==> src/rtl/prog_loader.sv <==
// Program-memory writer for CPUC: takes a framed chunk stream, assembles configuration words and writes them sequentially.
// Optional trailing XOR checksum chunk is enabled by defining PROG_LOADER_CHECKSUM_EN.
module prog_loader #(
  parameter int W  = 8,
  parameter int CW = 64,
  parameter int AW = 6
) (
  input  logic          clk,
  input  logic          reset,
  input  logic [W-1:0]  in_data,
  input  logic          in_valid,
  output logic          in_ready,
  output logic          pm_we,
  output logic [AW-1:0] pm_addr,
  output logic [CW-1:0] pm_wdata,
  output logic          cpu_hold,
  output logic [W-1:0]  start_pc,
  output logic          done,
  output logic          err,
  output logic [2:0]    fsm_state
);

  localparam int K     = (CW + W - 1) / W;
  localparam int CNT_W = (K > 1) ? $clog2(K) : 1;
  localparam int SW    = AW + W + 1;
  localparam logic [SW-1:0] LIMIT = SW'(1) << AW;

  typedef enum logic [2:0] {
    ST_ADDR  = 3'd0,
    ST_COUNT = 3'd1,
    ST_DATA  = 3'd2,
    ST_WRITE = 3'd3,
    ST_DONE  = 3'd4,
`ifdef PROG_LOADER_CHECKSUM_EN
    ST_ERR   = 3'd5,
    ST_CSUM  = 3'd6
`else
    ST_ERR   = 3'd5
`endif
  } state_t;

  state_t           state;
  logic [AW-1:0]    addr;
  logic [W-1:0]     words_left;
  logic [CNT_W-1:0] chunk_cnt;
  logic [K*W-1:0]   word_buf;
  logic [K*W-1:0]   word_buf_next;
  logic [SW-1:0]    range_sum;
`ifdef PROG_LOADER_CHECKSUM_EN
  logic [W-1:0]     csum;
`endif

  assign fsm_state = state;

  // Transfer happens on in_valid && in_ready; in_ready is a pure state decode, gated low during reset.
  always_comb begin
    in_ready = 1'b0;
    if (reset) begin
      case (state)
        ST_ADDR, ST_COUNT, ST_DATA: in_ready = 1'b1;
`ifdef PROG_LOADER_CHECKSUM_EN
        ST_CSUM:                    in_ready = 1'b1;
`endif
        default:                    in_ready = 1'b0;
      endcase
    end
  end

  // First chunk of a word lands in the least significant bits.
  always_comb begin
    word_buf_next = word_buf;
    word_buf_next[chunk_cnt*W +: W] = in_data;
  end

  assign range_sum = SW'(addr) + SW'(in_data);

  always_ff @(posedge clk or negedge reset) begin
    if (!reset) begin
      state      <= ST_ADDR;
      addr       <= '0;
      words_left <= '0;
      chunk_cnt  <= '0;
      word_buf   <= '0;
      pm_we      <= 1'b0;
      pm_addr    <= '0;
      pm_wdata   <= '0;
      cpu_hold   <= 1'b1;
      start_pc   <= '0;
      done       <= 1'b0;
      err        <= 1'b0;
`ifdef PROG_LOADER_CHECKSUM_EN
      csum       <= '0;
`endif
    end else begin
      case (state)
        ST_ADDR: begin
          if (in_valid) begin
            addr     <= in_data[AW-1:0];
            start_pc <= in_data;
`ifdef PROG_LOADER_CHECKSUM_EN
            csum     <= in_data;
`endif
            state    <= ST_COUNT;
          end
        end
        ST_COUNT: begin
          if (in_valid) begin
`ifdef PROG_LOADER_CHECKSUM_EN
            csum <= csum ^ in_data;
`endif
            if (range_sum > LIMIT) begin
              err   <= 1'b1;
              state <= ST_ERR;
            end else if (in_data == '0) begin
`ifdef PROG_LOADER_CHECKSUM_EN
              state    <= ST_CSUM;
`else
              done     <= 1'b1;
              cpu_hold <= 1'b0;
              state    <= ST_DONE;
`endif
            end else begin
              words_left <= in_data;
              chunk_cnt  <= '0;
              state      <= ST_DATA;
            end
          end
        end
        ST_DATA: begin
          if (in_valid) begin
`ifdef PROG_LOADER_CHECKSUM_EN
            csum <= csum ^ in_data;
`endif
            word_buf <= word_buf_next;
            if (chunk_cnt == CNT_W'(K - 1)) begin
              chunk_cnt <= '0;
              pm_we     <= 1'b1;
              pm_addr   <= addr;
              pm_wdata  <= word_buf_next[CW-1:0];
              state     <= ST_WRITE;
            end else begin
              chunk_cnt <= chunk_cnt + CNT_W'(1);
            end
          end
        end
        ST_WRITE: begin
          pm_we      <= 1'b0;
          addr       <= addr + AW'(1);
          words_left <= words_left - W'(1);
          if (words_left == W'(1)) begin
`ifdef PROG_LOADER_CHECKSUM_EN
            state    <= ST_CSUM;
`else
            done     <= 1'b1;
            cpu_hold <= 1'b0;
            state    <= ST_DONE;
`endif
          end else begin
            state <= ST_DATA;
          end
        end
`ifdef PROG_LOADER_CHECKSUM_EN
        // Words already written stay in memory; a bad checksum only keeps the CPU held.
        ST_CSUM: begin
          if (in_valid) begin
            if (in_data == csum) begin
              done     <= 1'b1;
              cpu_hold <= 1'b0;
              state    <= ST_DONE;
            end else begin
              err   <= 1'b1;
              state <= ST_ERR;
            end
          end
        end
`endif
        ST_DONE: state <= ST_DONE;
        ST_ERR:  state <= ST_ERR;
        default: state <= ST_ADDR;
      endcase
    end
  end

endmodule

==> config.mk <==
export PLATFORM = sky130hd
export DESIGN_NAME = prog_loader
export DESIGN_NICKNAME = d
export VERILOG_FILES = /design/src/rtl/prog_loader.sv
export SDC_FILE = /design/constraint.sdc
export NUM_CORES = 1
export LEC_CHECK = 0
export ABC_AREA = 1
export CORE_MARGIN = 2
export CORE_UTILIZATION = 44
export CTS_BUF_LIST = sky130_fd_sc_hd__clkbuf_4 sky130_fd_sc_hd__clkbuf_8
export DETAILED_ROUTE_END_ITERATION = 8
export PLACE_DENSITY_LB_ADDON = 0.3
export SYNTH_ARGS = -nofsm -noshare
export SYNTH_HDL_FRONTEND = slang
export SYNTH_SLANG_ARGS = --single-unit
==> constraint.sdc <==
create_clock -name clk -period 6.8 [get_ports clk]
set_clock_uncertainty 0.15 [all_clocks]
set_input_delay 0.68 -clock clk [delete_from_list [all_inputs] [get_ports clk]]
set_output_delay 0.68 -clock clk [all_outputs]
set_load 0.1 [all_outputs]
==> summary.md <==
| Metric | Value |
|---|---|
| DRC | 0 |
| Grt ovf | 0 |
| Crit start category | input port |
| Via count | between 6000 and 7000 |
| Vias in the first global route | ~5800 |
| HPWL after detailed placement | roughly 13000 um |
| NetSw | about 1.3 mW |
| Clk sinks | 166 |
| Cell area after synthesis | 7757 um2 |
| Core area | 17300 um2 |
| Cell variety after synth | a little over 40 |
| Synthesized area per cell | ~8.5 um2 |
| WP buf/inv | 3 |
| Clk Tree Root Cell | clkbuf_8 |
| Slowest stage delay, CP | ~1200 ps |
| Max cap viols | 0 |
| # Post-CTS Setup Buffers | 0 |
| Fill count | 1655 |
| Yosys warnings | 0 |
| Initial antenna violation count | 0 |
| Die H | between 100 and 150 um |
| Slew headroom | 27.95% |
| Maximum VDD drop | between 0.2 and 0.25 mV |
| Worst Path Max Fanout | 38 |
| Number of DRC markers in iteration 0 | 598 |
| Critical-path cell list | dlygate4sd3_1, buf_6, a21boi_0, clkdlybuf4s50_1 |
| Startpoint of the worst hold path | done$_DFFE_PN0P_ |
| Critical R2R Launch | chunk_cnt[0]$_DFFE_PN0P_ |
| Worst R2R End | pm_wdata[33]$_DFFE_PN0P_ |
| Fin crit share | a little under three fifths |
| Final wirelength | roughly 19000 um |
| Combinational power share | a little under two fifths |
| Hold Path Sink | done$_DFFE_PN0P_ |
| Largest family of logic cells by synthesized area | simple AND/OR/NAND/NOR gates |
| Synthesized net count | roughly 940 |
| Status | completed |
| Ant. Diodes | 0 |
| Syn-to-layout area delta | 17.95% |
| Switching fraction of total power | between 40% and 50% |
| Layout net count | between 1000 and 1500 |
| Synth Area in Compound Gates | between 10% and 20% |
| Seq/Total Area, Yosys | a little over half |
| Leak | between 3 and 4 nW |
| Clk pwr share | between 20% and 30% |
| Routed len/inst | 15.34 um |
| Ratio of cells with drive above 1 in the final layout | between 6 and 7% |
| Setup TNS Final | 0 ps |
| Post-synth EDFFs | 0 |
| Synth Register Bits | 166 |
| Largest net degree at the start of global routing | approximately 130 |
| Post-synthesis simple-gate area fraction | 22.10% |
| Pwr/cell area | approximately 320 nW/um2 |
| Ys async rst share | 100.0% |
| IO Port Bufs | 96 |
| Total track usage | a little over a fifth |
| Register area | between 4000 and 5000 um2 |
| Commonest cells post-synth | nand2_1, dfrtp_1, o21ai_0 |
| Hold crit path type | reg -> reg |
| Tmin final | between 3000 and 4000 ps |
| Critical path endpoint category | output pin |
| Final GP Congestion | 0.9043 |
| Total power | 2.927 mW |
| Clock latency at the later pin of the worst-skew pair | roughly 460 ps |
| Predominant post-synthesis flop cell | dfrtp_1 |
| Post-CTS sizing | 0 |
| Worst setup path class | in -> out |
| CTS tree | done |
| Area leader, netlist | dfrtp_1 |
| Kind of cell adding the most delay to the critical path | buffers and inverters |
| CP max-delay cell | clkdlybuf4s50_1 |
| Post-Synthesis Cells | 910 |
| Avg Vias per Cell | about 5.3 |
| RSZ-0062 raised after global routing | false |
| Sequential share of power | between 40 and 50% |
| Synth top area share | 53.23% |
| Post-route antenna net violation count | 0 |
| Worst hold stages | 2 |
| CTS H-tree depth | 4 |
| Area occupied by multi-input gates | 3172 um2 |
| Hold buffer count at CTS | 1 |
| Least-Margin Pin Slew | approximately 1100 ps |
| Fmax | about 260 MHz |
| Worst Path Required | between 5000 and 6000 ps |
| Most common cell in the netlist | nand2_1 |
| First-pass GRT wire length | about 31000 um |
| Arrival time worst endpoint | around 3000 ps |
| Die X | 136.8 um |
| Die footprint | about 19000 um2 |
| DRT Pass-1 Iters | 5 |
| Pre-CTS setup slack | between 2000 and 3000 ps |
| Setup violators final | 0 |
| Setup WS post-layout | just under 3000 ps |
| Max-slew violation count | 0 |
| P_int | between 1.5 and 2 mW |
| Final Hold Vio Count | 0 |
| Cell row count | 48 |
| Multiplexer share of the synthesized area | 0% |
| Deepest clock path buffer count | 2 |
| CTS buffer count | 17 |
| Synth Area in Adders | around 2.8% |
| XOR/XNOR share of the synthesized area | 0.6774% |
| CTS clk-pin slew, worst paths | 90 ps |
| Area contributors post-synth | dfrtp_1, nand2_1, o21ai_0 |
| Starting Density | between 40% and 50% |
| Reg2Reg Setup Slack | between 3000 and 4000 ps |
| Io pins | 97 |
| R2R depth | 8 |
## cell families (layout without fill, tap and decap cells)
group	after synthesis	in the layout
adders and majority gates	17	17
and+or+nand+nor	397	397
xor gates and xnor gates	6	6
AOI/OAI and AO/OA	230	230
DFF	166	166
buffers and inverters	94	182
## sequential cells by signal, indices dropped and copies added, names as in the netlist
signal      cells
pm_wdata       64
word_buf       64
start_pc        8
words_left      8
addr            6
pm_addr         6
chunk_cnt       3
fsm_state       3
cpu_hold        1
done            1
err             1
pm_we           1
## power by group through the flow
| stage | clock, mW | combinational [mW] | sequential [mW] |
|---|---|---|---|
| 2_1_floorplan | 0 | 0.592 | 1.44 |
| 3_3_place_gp | 0 | 1.06 | 1.21 |
| 3_5_place_dp | 0 | 1.08 | 1.21 |
| 4_1_cts | 0.656 | 1.09 | 1.19 |
| 5_1_grt | 0.700 | 1.21 | 1.21 |
| 6_report | 0.643 | 1.09 | 1.19 |
## cells in the final DEF, fill, tap and decap left out, types with 2 or more instances in the layout
| cell type | Yosys | layout |
|---|---|---|
| nand2_1 | 295 | 295 |
| dfrtp_1 | 165 | 165 |
| o21ai_0 | 158 | 158 |
| clkdlybuf4s50_1 | 0 | 95 |
| o21ai_1 | 46 | 46 |
| inv_1 | 41 | 41 |
| nor2_1 | 29 | 29 |
| nand3_1 | 27 | 27 |
| clkbuf_8 | 0 | 20 |
| nand4_1 | 19 | 19 |
| ha_1 | 16 | 16 |
| a21oi_1 | 13 | 13 |
| inv_2 | 8 | 7 |
| clkinv_2 | 0 | 6 |
| nor2_2 | 4 | 4 |
| nor2_4 | 4 | 4 |
| nor3_1 | 4 | 4 |
| buf_4 | 3 | 4 |
| nor3_4 | 3 | 3 |
| nand3b_1 | 3 | 3 |
| xor2_1 | 3 | 3 |
| o211ai_1 | 3 | 3 |
| xnor2_1 | 3 | 3 |
| nand3_2 | 2 | 2 |
| or2_2 | 2 | 2 |
| a22oi_1 | 2 | 2 |
| o221ai_1 | 2 | 2 |
| o22ai_1 | 2 | 2 |
| clkinv_4 | 0 | 2 |
| inv_6 | 0 | 2 |
| clkinvlp_4 | 0 | 2 |
## tightest hold or removal path, stage by stage, from the launching register on
cell     delay [ps]
dfrtp_1         360
inv_1            40
nand2_1          50
## per-stage QoR
step                hold slack [ps]  utilization (%)  cell area [um2]  std cells
finish                        329.0            52.90             9150       1223
global placement              307.7            50.82             8790       1191
floorplan                     234.4                -             7757        910
CTS                           331.0            52.90             9150       1223
detailed placement            307.3            50.82             8790       1191
global route                  349.9            52.90             9150       1223
## layer usage
layer / share of wire [%] / global-route usage, % / up-vias
met1: 49 / 31.74 / 3049
met4: 1.9 / 6.644 / 0
li1: - / - / 3166
met2: 43 / 30.67 / 197
met3: 5.2 / 4.296 / 30
met5: 0 / 0 / -
## layout make-up
type | instances | area share (%)
flip-flops and latches | 166 | 45.41
multi-input cells | 650 | 34.66
repair buffers | 101 | 10.95
well taps | 225 | 3.077
clock buffers | 20 | 3.008
inverters | 50 | 2.065
clock inverters | 11 | 0.8205
## how the worst max path moves through the flow
stage,cells after the start,slack (ps),endpoint,start
2_1_floorplan,4,2180,in_ready,fsm_state[0]$_DFFE_PN0P_
3_3_place_gp,14,3050,words_left[3]$_DFFE_PN0P_,in_data[0]
3_5_place_dp,14,2940,words_left[1]$_DFFE_PN0P_,in_data[0]
4_1_cts,4,2930,in_ready,reset
5_1_grt,6,2760,in_ready,fsm_state[2]$_DFFE_PN0P_
6_report,4,2970,in_ready,reset
Note: power is estimated with default switching activity, not from simulation.
